===== config.mk =====
export PLATFORM = sky130hd
export DESIGN_NAME = fpu_exception_handler
export DESIGN_NICKNAME = d
export VERILOG_FILES = /design/src/rtl/fpu_pack.sv /design/src/rtl/fp8_classify.sv /design/src/rtl/fpu_exception_handler.sv
export SDC_FILE = /design/constraint.sdc
export NUM_CORES = 1
export LEC_CHECK = 0
export ABC_CLOCK_PERIOD_IN_PS = 2900
export CORE_MARGIN = 2
export CORE_UTILIZATION = 40
export CTS_CLUSTER_DIAMETER = 150
export DETAILED_ROUTE_END_ITERATION = 12
export PLACE_DENSITY = 0.8
export RECOVER_POWER = 50
export SLEW_MARGIN = 20
export SYNTH_ARGS = -nofsm -noshare
export SYNTH_HDL_FRONTEND = slang
export SYNTH_SLANG_ARGS = --single-unit
export TNS_END_PERCENT = 5

===== constraint.sdc =====
create_clock -name CLK -period 2.9 [get_ports CLK]
set_clock_uncertainty 0.1 [all_clocks]
set_input_delay 0.435 -clock CLK [delete_from_list [all_inputs] [get_ports CLK]]
set_output_delay 0.435 -clock CLK [all_outputs]
set_load 0.005 [all_outputs]

===== src/rtl/fpu_pack.sv =====
// Shared FP8 constants, opcodes and small helpers for the exception handler.
package fpu_pack;

    localparam int FP_W   = 8;
    localparam int EXP_W  = 4;
    localparam int MANT_W = 3;

    typedef enum logic [1:0] {
        OP_ADD  = 2'b00,
        OP_SUB  = 2'b01,
        OP_MUL  = 2'b10,
        OP_RSVD = 2'b11
    } fp_op_e;

    localparam logic [FP_W-1:0] _PLUS_INF   = 8'h78;
    localparam logic [FP_W-1:0] _MINUS_INF  = 8'hF8;
    localparam logic [FP_W-1:0] _CANON_NAN  = 8'h7C;
    localparam logic [FP_W-1:0] _PLUS_ZERO  = 8'h00;
    localparam logic [FP_W-1:0] _MINUS_ZERO = 8'h80;

    // Outcome of the special-case evaluation for one request.
    typedef struct packed {
        logic [FP_W-1:0] result;
        logic            special;
        logic            invalid;
    } special_res_t;

    function automatic logic [FP_W-1:0] signed_inf(input logic s);
        return s ? _MINUS_INF : _PLUS_INF;
    endfunction

    function automatic logic [FP_W-1:0] signed_zero(input logic s);
        return s ? _MINUS_ZERO : _PLUS_ZERO;
    endfunction

    function automatic logic [FP_W-1:0] negate(input logic [FP_W-1:0] v);
        return {~v[FP_W-1], v[FP_W-2:0]};
    endfunction

    function automatic logic is_inf_code(input logic [FP_W-1:0] v);
        return (v == _PLUS_INF) || (v == _MINUS_INF);
    endfunction

endpackage


===== src/rtl/fp8_classify.sv =====
// Combinational classifier for one FP8 operand (1 sign / 4 exp / 3 mantissa).
module fp8_classify
    import fpu_pack::*;
(
    input  logic [FP_W-1:0] op,
    output logic            is_nan,
    output logic            is_inf,
    output logic            is_zero,
    output logic            sign
);

    logic [EXP_W-1:0]  exp_f;
    logic [MANT_W-1:0] mant_f;

    // Split fields and decode the three special encodings.
    always_comb begin
        exp_f   = op[FP_W-2 -: EXP_W];
        mant_f  = op[MANT_W-1:0];
        sign    = op[FP_W-1];
        is_nan  = (&exp_f) && (|mant_f);
        is_inf  = (&exp_f) && !(|mant_f);
        is_zero = !(|exp_f) && !(|mant_f);
    end

endmodule


===== src/rtl/fpu_exception_handler.sv =====
// FP8 special-case / exception front end: resolves NaN, inf and zero cases
// into a registered result with valid/ready handshake, and keeps sticky
// invalid/inf flags plus a saturating invalid-event counter.
module fpu_exception_handler
    import fpu_pack::*;
#(
    parameter int CNT_W = 8
) (
    input  logic             CLK,
    input  logic             RST,
    input  logic             IN_VALID,
    output logic             IN_READY,
    input  logic [1:0]       FP_OPERATION,
    input  logic [7:0]       OP_A,
    input  logic [7:0]       OP_B,
    output logic             OUT_VALID,
    input  logic             OUT_READY,
    output logic [7:0]       RESULT,
    output logic             RESULT_SPECIAL,
    output logic             EXC_INVALID,
    output logic             STICKY_INVALID,
    output logic             STICKY_INF,
    output logic [CNT_W-1:0] EXC_COUNT,
    input  logic             CLR_STICKY
);

    logic a_nan, a_inf, a_zero, a_sign;
    logic b_nan, b_inf, b_zero, b_sign;

    fp8_classify u_class_a (
        .op      (OP_A),
        .is_nan  (a_nan),
        .is_inf  (a_inf),
        .is_zero (a_zero),
        .sign    (a_sign)
    );

    fp8_classify u_class_b (
        .op      (OP_B),
        .is_nan  (b_nan),
        .is_inf  (b_inf),
        .is_zero (b_zero),
        .sign    (b_sign)
    );

    fp_op_e       op_e;
    special_res_t res_c;
    logic         accept;
    logic         any_nan;

    logic             out_valid_q,   out_valid_d;
    logic [FP_W-1:0]  result_q,      result_d;
    logic             special_q,     special_d;
    logic             invalid_q,     invalid_d;
    logic             sticky_inv_q,  sticky_inv_d;
    logic             sticky_inf_q,  sticky_inf_d;
    logic [CNT_W-1:0] exc_count_q,   exc_count_d;

    // Handshake: a held result blocks new requests unless it drains this cycle.
    always_comb begin
        IN_READY = !out_valid_q || OUT_READY;
        accept   = IN_VALID && IN_READY;
    end

    // Special-case resolution; invalid cases take priority over inf, inf over zero.
    always_comb begin
        op_e    = fp_op_e'(FP_OPERATION);
        any_nan = a_nan || b_nan;
        res_c   = '{result: _PLUS_ZERO, special: 1'b0, invalid: 1'b0};
        unique case (op_e)
            OP_ADD: begin
                if (any_nan || (a_inf && b_inf && (a_sign != b_sign))) begin
                    res_c = '{result: _CANON_NAN, special: 1'b1, invalid: 1'b1};
                end else if (a_inf) begin
                    res_c = '{result: OP_A, special: 1'b1, invalid: 1'b0};
                end else if (b_inf) begin
                    res_c = '{result: OP_B, special: 1'b1, invalid: 1'b0};
                end else if (a_zero && b_zero) begin
                    res_c = '{result: signed_zero(a_sign & b_sign), special: 1'b1, invalid: 1'b0};
                end else if (a_zero) begin
                    res_c = '{result: OP_B, special: 1'b1, invalid: 1'b0};
                end else if (b_zero) begin
                    res_c = '{result: OP_A, special: 1'b1, invalid: 1'b0};
                end
            end
            OP_SUB: begin
                if (any_nan || (a_inf && b_inf && (a_sign == b_sign))) begin
                    res_c = '{result: _CANON_NAN, special: 1'b1, invalid: 1'b1};
                end else if (a_inf) begin
                    res_c = '{result: OP_A, special: 1'b1, invalid: 1'b0};
                end else if (b_inf) begin
                    res_c = '{result: negate(OP_B), special: 1'b1, invalid: 1'b0};
                end else if (a_zero && b_zero) begin
                    res_c = '{result: signed_zero(a_sign & ~b_sign), special: 1'b1, invalid: 1'b0};
                end else if (a_zero) begin
                    res_c = '{result: negate(OP_B), special: 1'b1, invalid: 1'b0};
                end else if (b_zero) begin
                    res_c = '{result: OP_A, special: 1'b1, invalid: 1'b0};
                end
            end
            OP_MUL: begin
                if (any_nan || (a_inf && b_zero) || (a_zero && b_inf)) begin
                    res_c = '{result: _CANON_NAN, special: 1'b1, invalid: 1'b1};
                end else if (a_inf || b_inf) begin
                    res_c = '{result: signed_inf(a_sign ^ b_sign), special: 1'b1, invalid: 1'b0};
                end else if (a_zero || b_zero) begin
                    res_c = '{result: signed_zero(a_sign ^ b_sign), special: 1'b1, invalid: 1'b0};
                end
            end
            default: begin
                res_c = '{result: _CANON_NAN, special: 1'b1, invalid: 1'b1};
            end
        endcase
    end

    // Output register next-state: load on accept, drain on consume, else hold.
    always_comb begin
        out_valid_d = out_valid_q;
        result_d    = result_q;
        special_d   = special_q;
        invalid_d   = invalid_q;
        if (accept) begin
            out_valid_d = 1'b1;
            result_d    = res_c.result;
            special_d   = res_c.special;
            invalid_d   = res_c.invalid;
        end else if (OUT_READY) begin
            out_valid_d = 1'b0;
        end
    end

    // Sticky status: clear first, then apply this cycle's event so it is never lost.
    always_comb begin
        sticky_inv_d = CLR_STICKY ? 1'b0 : sticky_inv_q;
        sticky_inf_d = CLR_STICKY ? 1'b0 : sticky_inf_q;
        exc_count_d  = CLR_STICKY ? '0 : exc_count_q;
        if (accept && res_c.invalid) begin
            sticky_inv_d = 1'b1;
            if (!(&exc_count_d)) begin
                exc_count_d = exc_count_d + CNT_W'(1);
            end
        end
        if (accept && !res_c.invalid && is_inf_code(res_c.result)) begin
            sticky_inf_d = 1'b1;
        end
    end

    // State registers with synchronous reset overriding every other update.
    always_ff @(posedge CLK) begin
        if (RST) begin
            out_valid_q  <= 1'b0;
            result_q     <= _PLUS_ZERO;
            special_q    <= 1'b0;
            invalid_q    <= 1'b0;
            sticky_inv_q <= 1'b0;
            sticky_inf_q <= 1'b0;
            exc_count_q  <= '0;
        end else begin
            out_valid_q  <= out_valid_d;
            result_q     <= result_d;
            special_q    <= special_d;
            invalid_q    <= invalid_d;
            sticky_inv_q <= sticky_inv_d;
            sticky_inf_q <= sticky_inf_d;
            exc_count_q  <= exc_count_d;
        end
    end

    // Drive ports straight from the registers.
    always_comb begin
        OUT_VALID      = out_valid_q;
        RESULT         = result_q;
        RESULT_SPECIAL = special_q;
        EXC_INVALID    = invalid_q;
        STICKY_INVALID = sticky_inv_q;
        STICKY_INF     = sticky_inf_q;
        EXC_COUNT      = exc_count_q;
    end

endmodule


* Yosys cells after proc, flatten, opt, wreduce, memory -nomap -nowiden
Index checks and enable logic that the tools add are counted.
** Storage, ports and cells
- Bits in registers :: 21
- Output and inout bits :: 22
** Cells by class
- Add/sub/neg operators :: 1
- Equality and inequality tests :: 6
- Muxes and demuxes :: 27
- Bitwise operators :: 4
- Reduce and logical (&&, ||, !) cells :: 42
** Operators with widths (count)
- 10-bit two-way mux :: 14
- 8-bit two-way mux :: 7
- 10-bit one-hot mux with 3 select lines :: 1
- 1-bit logical AND :: 16
- 1-bit logical OR :: 9
- 8-bit by 1-bit adder with 8-bit output, second input constant :: 1
- 8-bit by 7-bit equality test with 1-bit output, second input constant :: 1
- 8-bit equality test, second input constant :: 1
- 4-bit AND reduction :: 2
- 8-bit AND reduction :: 1
- 4-bit OR reduction :: 2
- 1-bit logical NOT :: 6
- 2-bit nonzero test :: 3
- 3-bit OR reduction :: 2
- 1-bit two-way mux :: 5
- 1-bit bitwise AND :: 2
- 2-bit by 1-bit equality test with 1-bit output, second input constant :: 1
- 2-bit equality test, second input constant :: 1
- 2-bit logical NOT :: 1
- 1-bit equality test :: 1
- 1-bit != test :: 1
- 1-bit NOT :: 1
- 1-bit bitwise XOR :: 1

* Depth between registers and ports, before layout
Gate-level depths: netlist of run 1.
- Depth in word-level cells :: 14
- Depth in mapped cells :: 9

* Cells and area by module
From an unflattened synthesis of run 1, not the netlist that was laid out.
** Second synthesis, totals
- Cells, all modules :: 196
- Area total of the unflattened synthesis :: 1492.7 um^2
** Modules (own cells, without submodules)
- fpu_exception_handler :: times used 1, cells each 182, area each 1410.1 um^2, sequential area each 420.4 um^2
- fp8_classify :: times used 2, cells each 7, area each 41.3 um^2, sequential area each 0.0 um^2

* Least setup slack after synthesis of run 1
No wires, ideal clock.
- Path type :: input port to flip-flop
- Start :: in OP_B[7]
- End :: reg exc_count_q[7], in the netlist EXC_COUNT[7]
- Library setup time :: 0.127 ns
- Arrival time :: 1.758 ns
- Slack :: 0.915 ns
- Stages on the path :: 9
- Buffers on the path :: 1
- Cells stage by stage :: inv_1 -> ha_1 -> xnor2_1 -> a21oi_1 -> o21ai_1 -> buf_4 -> nand3_2 -> o311ai_1 -> o21ai_1
** On the way
- Cells in the longest elaborated chain, start to end :: 7
- Elaborated cells between the ends (all ways) :: 11
- Classes of those cells :: 2 x eq/ne; 4 x mux; 5 x reduce/logical
** Ends and longest elaborated chain
- start, declared :: RTL line fpu_exception_handler.sv:15 : input logic [7:0] OP_B,
- 1-bit equality test / 1-bit != test (equally long branches) :: RTL line fpu_exception_handler.sv:87, fpu_exception_handler.sv:72
- 1-bit logical AND, on equally long branches :: RTL line fpu_exception_handler.sv:87, fpu_exception_handler.sv:72
- 1-bit logical OR, on equally long branches :: RTL line fpu_exception_handler.sv:87, fpu_exception_handler.sv:72
- 10-bit two-way mux, on equally long branches :: RTL line fpu_exception_handler.sv:87, fpu_exception_handler.sv:72
- 10-bit one-hot mux with 3 select lines (*) :: RTL line fpu_exception_handler.sv:70 : unique case (op_e)
- 1-bit logical AND (*) :: RTL line fpu_exception_handler.sv:137 : if (accept && res_c.invalid) begin
- 8-bit two-way mux (*) :: RTL line fpu_exception_handler.sv:137
- end signal, assigned :: RTL line fpu_exception_handler.sv:165 : exc_count_q <= exc_count_d;
- end, declared :: RTL line fpu_exception_handler.sv:57 : logic [CNT_W-1:0] exc_count_q, exc_count_d;
Every way passes the cells marked *; elsewhere a longest branch is shown, timed or not.
A chain may end at the register's enable or synchronous reset.

* Final worst setup path of run 1
- Start :: in CLR_STICKY
- End :: reg exc_count_q[1], in the netlist EXC_COUNT[1]
** On the way
- Cells in the longest elaborated chain, start to end :: 4
- Elaborated cells between the ends (all ways) :: 5
- Classes of those cells :: 1 x add/sub; 3 x mux; 1 x reduce/logical
** Ends and longest elaborated chain
- start, declared :: RTL line fpu_exception_handler.sv:24 : input logic CLR_STICKY
- 8-bit two-way mux (*) :: RTL line fpu_exception_handler.sv:136 : exc_count_d = CLR_STICKY ? '0 : exc_count_q;
- 8-bit by 1-bit adder with 8-bit output / 8-bit AND reduction (equally long branches) :: RTL line fpu_exception_handler.sv:140, fpu_exception_handler.sv:139
- 8-bit two-way mux :: RTL line fpu_exception_handler.sv:139 : if (!(&exc_count_d)) begin
- 8-bit two-way mux (*) :: RTL line fpu_exception_handler.sv:137
Marks and branches as above.

==> Implementation_results.wiki, run 1 <==
{| class="wikitable"
! Metric !! Value
|-
| Gr usage total || 19.3%
|-
| Post-synthesis cell type with the largest combined area || sky130_fd_sc_hd__dfxtp_1
|-
| Clock net sink count || 21
|-
| Number of violations reported at the end of detailed-routing iteration 0 || 89
|-
| Reg2Reg Depth || 8
|-
| Data required time at the worst endpoint || 2990 ps
|-
| TritonCTS clock tree || done
|-
| Area contributors post-synth || sky130_fd_sc_hd__dfxtp_1 30%, sky130_fd_sc_hd__nor2_1 5.6%, sky130_fd_sc_hd__a21oi_1 5.0%
|-
| Minimum setup slack after placement || 156 ps
|-
| Unique cell type count in the Yosys netlist || 49
|-
| Area of the die || 4020 um^2
|-
| Class of the tightest hold or removal check || reg -> reg
|-
| Cell repeated most along the worst path || sky130_fd_sc_hd__nor2_1
|-
| Clock transition at the registers of the reported paths || 110 ps
|-
| Drt wl/cell || 13.6 um
|-
| CTS hold repair buffers || 0
|-
| CTS H-tree depth || 1
|-
| Placed instance count || 264
|-
| Result of the run || finished clean
|-
| Unrepaired setup endpoints after global routing || false
|-
| Switching power of the nets || 169 uW
|-
| Category of the worst setup path launch point || input port
|-
| Number of buffer and inverter stages on the critical path || 2
|-
| Post-synth ARST share || 0%
|-
| Most instantiated flip-flop cell in the synthesis netlist || sky130_fd_sc_hd__dfxtp_1
|-
| Sequence of cells on the critical path || clkdlybuf4s50_1, nor2b_1, ha_1, inv_1, nor4_1, nor2_1, nand3_2, mux2i_1, nor2_1
|-
| Worst-case vdd ir drop || 0.215 mV
|-
| Slack of the worst reg-to-reg path || 660 ps
|-
| Final clock period utilization by the worst path || 85.1%
|-
| Final critical path time including I/O delays and setup || 2470 ps
|-
| Syn avg cell area || 8.17 um^2
|-
| Crit path DAT || 2560 ps
|-
| Number of nets with antenna violations after detailed routing || 0
|-
| Vias in the first global route || 1,403
|-
| Headroom to the max-slew limit || 57.9%
|-
| Die height || 63.4 um
|-
| Aggregate routed wire length || 3.65 mm
|-
| Max Slew Vio Count || 0
|-
| Final setup viols || 0
|-
| R2r endpoint || EXC_COUNT[1]
|-
| Share of total power consumed by net switching || 28.3%
|-
| Post-route worst hold slack || 377 ps
|-
| Cell types with the highest counts after synthesis || 21 x sky130_fd_sc_hd__dfxtp_1, 21 x sky130_fd_sc_hd__nor2_1, 15 x sky130_fd_sc_hd__nand2_1, 14 x sky130_fd_sc_hd__a21oi_1
|-
| Initial antenna violation count || 0
|-
| Critical path class || in -> reg
|-
| Placeable core region || 3360 um^2
|-
| Number of warnings printed during yosys synthesis || 0
|-
| Internal power of the cells || 429 uW
|-
| Power per Cell Area || 307 nW/um^2
|-
| Flops & latches, synth || 21
|-
| Total Negative Setup Slacks || 0 ps
|-
| Share of Yosys cell area claimed by the top area cell type || 29.8%
|-
| Final layout net count || 249
|-
| Source of the worst register-to-register timing path || EXC_COUNT[0]
|-
| Slowest-stage cell, CP || sky130_fd_sc_hd__nor4_1
|-
| Pin slew with the least headroom to its limit || 632 ps
|-
| Static power due to leakage || 0.727 nW
|-
| Quantity of gates resized following cts || 0
|-
| Number of cell rows || 21
|-
| Clock insertion delay at the later pin of the skew report || 310 ps
|-
| Count of flip-flops with a built-in enable after synthesis || 0
|-
| Mapped Nets || 199
|-
| Maximum root-to-sink buffer count || 2
|-
| Routed vias/inst || 5.66
|-
| Starting Density || 42.0%
|-
| Chip width || 63.4 um
|-
| Gate family responsible for the most delay along the worst path || simple AND/OR/NAND/NOR gates
|-
| Wire length of the first global-routing pass || 6.33 mm
|-
| Area grow syn2layout || 37.7%
|-
| End of the worst hold path || STICKY_INF
|-
| Number of hold violations in the final report || 0
|-
| Cell Area, Synth || 1410 um^2
|-
| Port Buffer Count || 44
|-
| Worst stage delay on the critical path || 520 ps
|-
| DP Wirelength || 2.93 mm
|-
| Final weighted congestion of routability-driven global placement || 0.984
|-
| Hold depth || 2
|-
| Fraction of power consumed by sequential logic || 51.3%
|-
| Biggest fanout along the worst timing path || 5
|-
| CP endpoint kind || register
|-
| Largest net degree at the start of global routing || 15
|-
| Number of buffers inserted to repair setup after CTS || 0
|-
| Maximum clock rate || 0.405 GHz
|-
| Vias post-DR || 1,518
|-
| Total DRC errors in the routed layout || 0
|-
| Startpoint of the lowest-slack hold path || STICKY_INF
|-
| Ant diodes || 0
|-
| Fraction of the yosys area taken by sequential cells || 29.8%
|-
| Clock share of power || 23.2%
|-
| Final critical-path setup slack || 431 ps
|-
| MaxCap Viol Count || 0
|-
| Cell at the root of the clock tree || sky130_fd_sc_hd__clkbuf_4
|-
| Share of cells above drive strength 1 || 10.8%
|-
| Number of buffers created by CTS || 3
|-
| Post-Synthesis Cells || 173
|-
| Finished Layout Cells || 268
|-
| Comb pwr share || 25.6%
|-
| Top-level I/O count || 45
|-
| Number of search-and-repair iterations in the first detailed-routing pass || 4
|-
| Final global-route overflow total || 0
|}
cell type report:
| cell class | count | area [um^2] |
|---|---|---|
| inverter | 7 | 26.3 |
| fill | 327 | 1420 |
| clock buffer | 3 | 22.5 |
| tap | 46 | 57.6 |
| clock inverter | 1 | 5.00 |
| timing repair buffer | 49 | 474 |
| sequential | 21 | 420 |
| multi-input combinational | 141 | 940 |
cell usage in the layout (no fill, tap or decap), types with 2 or more instances in the layout:
cell type	netlist	final
sky130_fd_sc_hd__inv_1	6	6
sky130_fd_sc_hd__nand2b_1	3	3
sky130_fd_sc_hd__nor3_1	3	3
sky130_fd_sc_hd__nand2_1	15	15
sky130_fd_sc_hd__nor4_1	2	2
sky130_fd_sc_hd__o211ai_1	3	3
sky130_fd_sc_hd__nand4_1	7	7
sky130_fd_sc_hd__o21ai_0	4	4
sky130_fd_sc_hd__nand3_1	7	7
sky130_fd_sc_hd__nor4_4	2	2
sky130_fd_sc_hd__ha_1	3	3
sky130_fd_sc_hd__a2111oi_0	2	2
sky130_fd_sc_hd__nor2b_1	3	3
sky130_fd_sc_hd__mux2i_1	3	3
sky130_fd_sc_hd__nand3_2	2	2
sky130_fd_sc_hd__nor3_2	3	3
sky130_fd_sc_hd__o21a_1	2	2
sky130_fd_sc_hd__xnor2_1	2	2
sky130_fd_sc_hd__dfxtp_1	21	21
sky130_fd_sc_hd__a21oi_1	14	14
sky130_fd_sc_hd__clkbuf_4	0	3
sky130_fd_sc_hd__o221a_1	4	4
sky130_fd_sc_hd__buf_4	1	4
sky130_fd_sc_hd__o21ai_1	6	6
sky130_fd_sc_hd__a31oi_1	3	3
sky130_fd_sc_hd__dlygate4sd3_1	0	20
sky130_fd_sc_hd__o22ai_1	4	4
sky130_fd_sc_hd__or3_4	2	2
sky130_fd_sc_hd__xor2_1	2	2
sky130_fd_sc_hd__clkdlybuf4s50_1	0	24
sky130_fd_sc_hd__nor2_1	21	21
sky130_fd_sc_hd__and4_1	2	2
kinds of logic after synthesis:
| kind of cell | Yosys count | synth area share, % |
|---|---|---|
| AND/OR/NAND/NOR | 79 | 33.4 |
| AO/OA/AOI/OAI | 52 | 25.9 |
| flip-flops | 21 | 29.8 |
| buffers and inverters | 11 | 3.72 |
| XOR/XNOR | 4 | 2.48 |
| multiplexers | 3 | 2.13 |
| adder cells (fa/ha/maj) | 3 | 2.66 |
power by group through the flow:
stage                     clock network [mW]  registers [mW]  logic, mW
after floorplan                            0           0.314     0.0689
after global placement                     0           0.314      0.156
after detailed placement                   0           0.314      0.158
after CTS                              0.145           0.307      0.158
after global routing                   0.158           0.309      0.167
final                                  0.139           0.306      0.153
per-layer routing:
layer  GRT usage, %  part of all wire (%)  up-vias
met1           27.3                    46      698
li1               -                     -      762
met2           30.3                    47       58
met3           4.29                   7.0        0
met5              0                     0        -
met4           3.26                     0        0
through the flow:
step	utilization, %	total power, mW	cell area [um^2]
after global placement	57.1	0.469	1920
after CTS	58.0	0.611	1950
final	57.8	0.598	1950
after floorplan	-	0.383	1410
after detailed placement	57.1	0.472	1920
after global routing	57.8	0.634	1950
how the worst max path moves through the flow:
stage	startpoint	to	slack (ps)	cells past startpoint
4_1_cts	CLR_STICKY	EXC_COUNT[1]	490	9
6_report	CLR_STICKY	EXC_COUNT[1]	430	9
3_5_place_dp	CLR_STICKY	EXC_COUNT[1]	160	9
5_1_grt	CLR_STICKY	EXC_COUNT[1]	290	9
3_3_place_gp	CLR_STICKY	EXC_COUNT[1]	230	9
2_1_floorplan	OP_B[7]	EXC_COUNT[7]	910	9
worst min-delay path, stage by stage, from the launching register on:
cell,delay (ps)
sky130_fd_sc_hd__dfxtp_1,330
sky130_fd_sc_hd__nand2_1,60
sky130_fd_sc_hd__o31ai_2,50
registers in the layout (all words and copies together) (netlist names):
name            cells
OUT_VALID           1
EXC_COUNT           8
RESULT_SPECIAL      1
STICKY_INF          1
RESULT              8
EXC_INVALID         1
STICKY_INVALID      1
(Power assumes the default switching activity.)
==> run 2, diff against run 1 <==
Settings changed: ABC_CLOCK_PERIOD_IN_PS 2900 to 2300, CORE_UTILIZATION 40 to 46, PLACE_DENSITY 0.8 to 0.89.
Clock period 2.9 ns to 2.3 ns, I/O delays scaled along.
==> Implementation_results.wiki, run 2 (same netlist as run 1, synthesis figures left out) <==
{| class="wikitable"
! Metric !! Value
|-
| Result of the run || finished clean (unchanged)
|-
| Port Buffer Count || 44 (unchanged)
|-
| Class of the tightest hold or removal check || reg -> reg (unchanged)
|-
| Final Core Density || 73.5% (was 57.8%)
|-
| CTS hold repair buffers || 0 (unchanged)
|-
| Number of nets with antenna violations after detailed routing || 0 (unchanged)
|-
| Switching power of the nets || 226 uW (was 169 uW)
|-
| Minimum setup slack after placement || -189 ps (was 156 ps)
|-
| Quantity of gates resized following cts || 0 (unchanged)
|-
| Clock insertion delay at the later pin of the skew report || 310 ps (about the same)
|-
| Starting Density || 47.4% (was 42.0%)
|-
| Biggest fanout along the worst timing path || 9 (was 5)
|-
| Die height || 59.4 um (was 63.4 um)
|-
| Final setup viols || 0 (unchanged)
|-
| Headroom to the max-slew limit || 60.2% (was 57.9%)
|-
| Top-level I/O count || 45 (unchanged)
|-
| Maximum root-to-sink buffer count || 2 (unchanged)
|-
| Static power due to leakage || 0.898 nW (was 0.727 nW)
|-
| Initial antenna violation count || 0 (unchanged)
|-
| Final layout net count || 283 (was 249)
|-
| Vias in the first global route || 1,536 (was 1,403)
|-
| Drt wl/cell || 14.0 um (was 13.6 um)
|-
| Comb pwr share || 28.7% (was 25.6%)
|-
| Clock net sink count || 21 (unchanged)
|-
| Critical path class || in -> reg (unchanged)
|-
| Area grow syn2layout || 54.9% (was 37.7%)
|-
| Placeable core region || 2980 um^2 (was 3360 um^2)
|-
| TritonCTS clock tree || done (unchanged)
|-
| Final global-route overflow total || 0 (unchanged)
|-
| Clock share of power || 22.6% (was 23.2%)
|-
| Wire length of the first global-routing pass || 6.69 mm (was 6.33 mm)
|-
| Pin slew with the least headroom to its limit || 597 ps (was 632 ps)
|-
| Aggregate routed wire length || 4.05 mm (was 3.65 mm)
|-
| DP Wirelength || 3.23 mm (was 2.93 mm)
|-
| Number of violations reported at the end of detailed-routing iteration 0 || 110 (was 89)
|-
| Fraction of power consumed by sequential logic || 48.7% (was 51.3%)
|-
| Number of buffers created by CTS || 3 (unchanged)
|-
| Final clock period utilization by the worst path || 94.5%
|-
| Share of total power consumed by net switching || 28.5% (was 28.3%)
|-
| Placed instance count || 285 (was 264)
|-
| Gr usage total || 24.7% (was 19.3%)
|-
| Commonest non-fill, non-tap cell in the layout || sky130_fd_sc_hd__buf_4 (was sky130_fd_sc_hd__clkdlybuf4s50_1)
|-
| Number of buffers inserted to repair setup after CTS || 0 (unchanged)
|-
| Largest net degree at the start of global routing || 14 (was 15)
|-
| Routed vias/inst || 5.81 (was 5.66)
|-
| Area of the die || 3530 um^2 (was 4020 um^2)
|-
| Share of cells above drive strength 1 || 23.0% (was 10.8%)
|-
| Power per Cell Area || 362 nW/um^2 (was 307 nW/um^2)
|-
| CTS H-tree depth || 1 (unchanged)
|-
| Maximum clock rate || 0.460 GHz
|-
| Cell area after layout || 2190 um^2 (was 1950 um^2)
|-
| Crit path DAT || 2310 ps (was 2560 ps)
|-
| Number of hold violations in the final report || 0 (unchanged)
|-
| Post-route worst hold slack || 363 ps (was 377 ps)
|-
| Internal power of the cells || 567 uW (was 429 uW)
|-
| Ant diodes || 0 (unchanged)
|-
| Final weighted congestion of routability-driven global placement || 0.882 (was 0.984)
|-
| MaxCap Viol Count || 0 (unchanged)
|-
| Finished Layout Cells || 289 (was 268)
|-
| Tot Pwr || 792 uW (was 598 uW)
|-
| Final critical path time including I/O delays and setup || 2170 ps
|-
| Total DRC errors in the routed layout || 0 (unchanged)
|-
| CP endpoint kind || register (unchanged)
|-
| Vias post-DR || 1,679 (was 1,518)
|-
| Cell at the root of the clock tree || sky130_fd_sc_hd__clkbuf_4 (unchanged)
|-
| Max Slew Vio Count || 0 (unchanged)
|-
| Clock transition at the registers of the reported paths || 120 ps (was 110 ps)
|-
| Worst-case vdd ir drop || 0.297 mV (was 0.215 mV)
|-
| Number of cell rows || 20 (was 21)
|-
| Placed inst area || 2160 um^2 (was 1920 um^2)
|-
| Category of the worst setup path launch point || input port (unchanged)
|-
| Data required time at the worst endpoint || 2440 ps (was 2990 ps)
|-
| Highest-count cells in the layout ignoring fill and taps || 38 x sky130_fd_sc_hd__buf_4, 24 x sky130_fd_sc_hd__clkdlybuf4s50_1, 21 x sky130_fd_sc_hd__dfxtp_1, 21 x sky130_fd_sc_hd__nor2_1, 20 x sky130_fd_sc_hd__dlygate4sd3_1 (was 24 x sky130_fd_sc_hd__clkdlybuf4s50_1, 21 x sky130_fd_sc_hd__dfxtp_1, 21 x sky130_fd_sc_hd__nor2_1, 20 x sky130_fd_sc_hd__dlygate4sd3_1, 15 x sky130_fd_sc_hd__nand2_1)
|-
| Final critical-path setup slack || 127 ps (was 431 ps)
|-
| Unrepaired setup endpoints after global routing || true (was false)
|-
| Chip width || 59.4 um (was 63.4 um)
|-
| Number of search-and-repair iterations in the first detailed-routing pass || 4 (unchanged)
|-
| Total Negative Setup Slacks || 0 ps (unchanged)
|}
-- run 2: changes by cell type in the layout (fill, tap and decap cells not counted), sizes merged --
cell  delta
buf     +34
-- run 2: per-layer routing --
metal	share of wire (%)	wire length, um	GRT usage [%]
met5	0	0	0
met4	0.79	32	5.19
met3	5.8	233	5.46
met2	49	1980	42.7
met1	44	1800	31.2
-- run 2: path summary, 6_finish.rpt --
path,startpoint,to,slack [ps],cells past startpoint
setup / recovery,OP_B[7],STICKY_INF,130,10
hold / removal,STICKY_INVALID,STICKY_INVALID,360,2
setup reg to reg,EXC_COUNT[1],EXC_COUNT[1],390,9
hold reg to reg,STICKY_INVALID,STICKY_INVALID,360,2
-- run 2: worst max-delay path: stages --
cell	delay (ps)
sky130_fd_sc_hd__clkdlybuf4s50_1	470
sky130_fd_sc_hd__inv_1	50
sky130_fd_sc_hd__ha_1	330
sky130_fd_sc_hd__xnor2_1	150
sky130_fd_sc_hd__a21oi_1	180
sky130_fd_sc_hd__o21ai_2	100
sky130_fd_sc_hd__buf_4	180
sky130_fd_sc_hd__a21oi_1	180
sky130_fd_sc_hd__o211ai_1	130
sky130_fd_sc_hd__o31ai_2	180
-- run 2: cell type report --
class | instances | area (um^2)
Clock inverter | 1 | 5.00
Multi-Input combinational cell | 141 | 943
Fill cell | 216 | 790
Timing Repair Buffer | 83 | 729
Sequential cell | 21 | 420
Tap cell | 33 | 41.3
Inverter | 7 | 26.3
Clock buffer | 3 | 22.5
-- run 2: power groups by stage --
stage / sequential, mW / combinational (mW) / clock (mW)
floorplan: 0.396 / 0.0868 / 0
global placement: 0.395 / 0.226 / 0
detailed placement: 0.395 / 0.231 / 0
CTS: 0.387 / 0.232 / 0.180
global route: 0.388 / 0.246 / 0.210
finish: 0.386 / 0.227 / 0.179
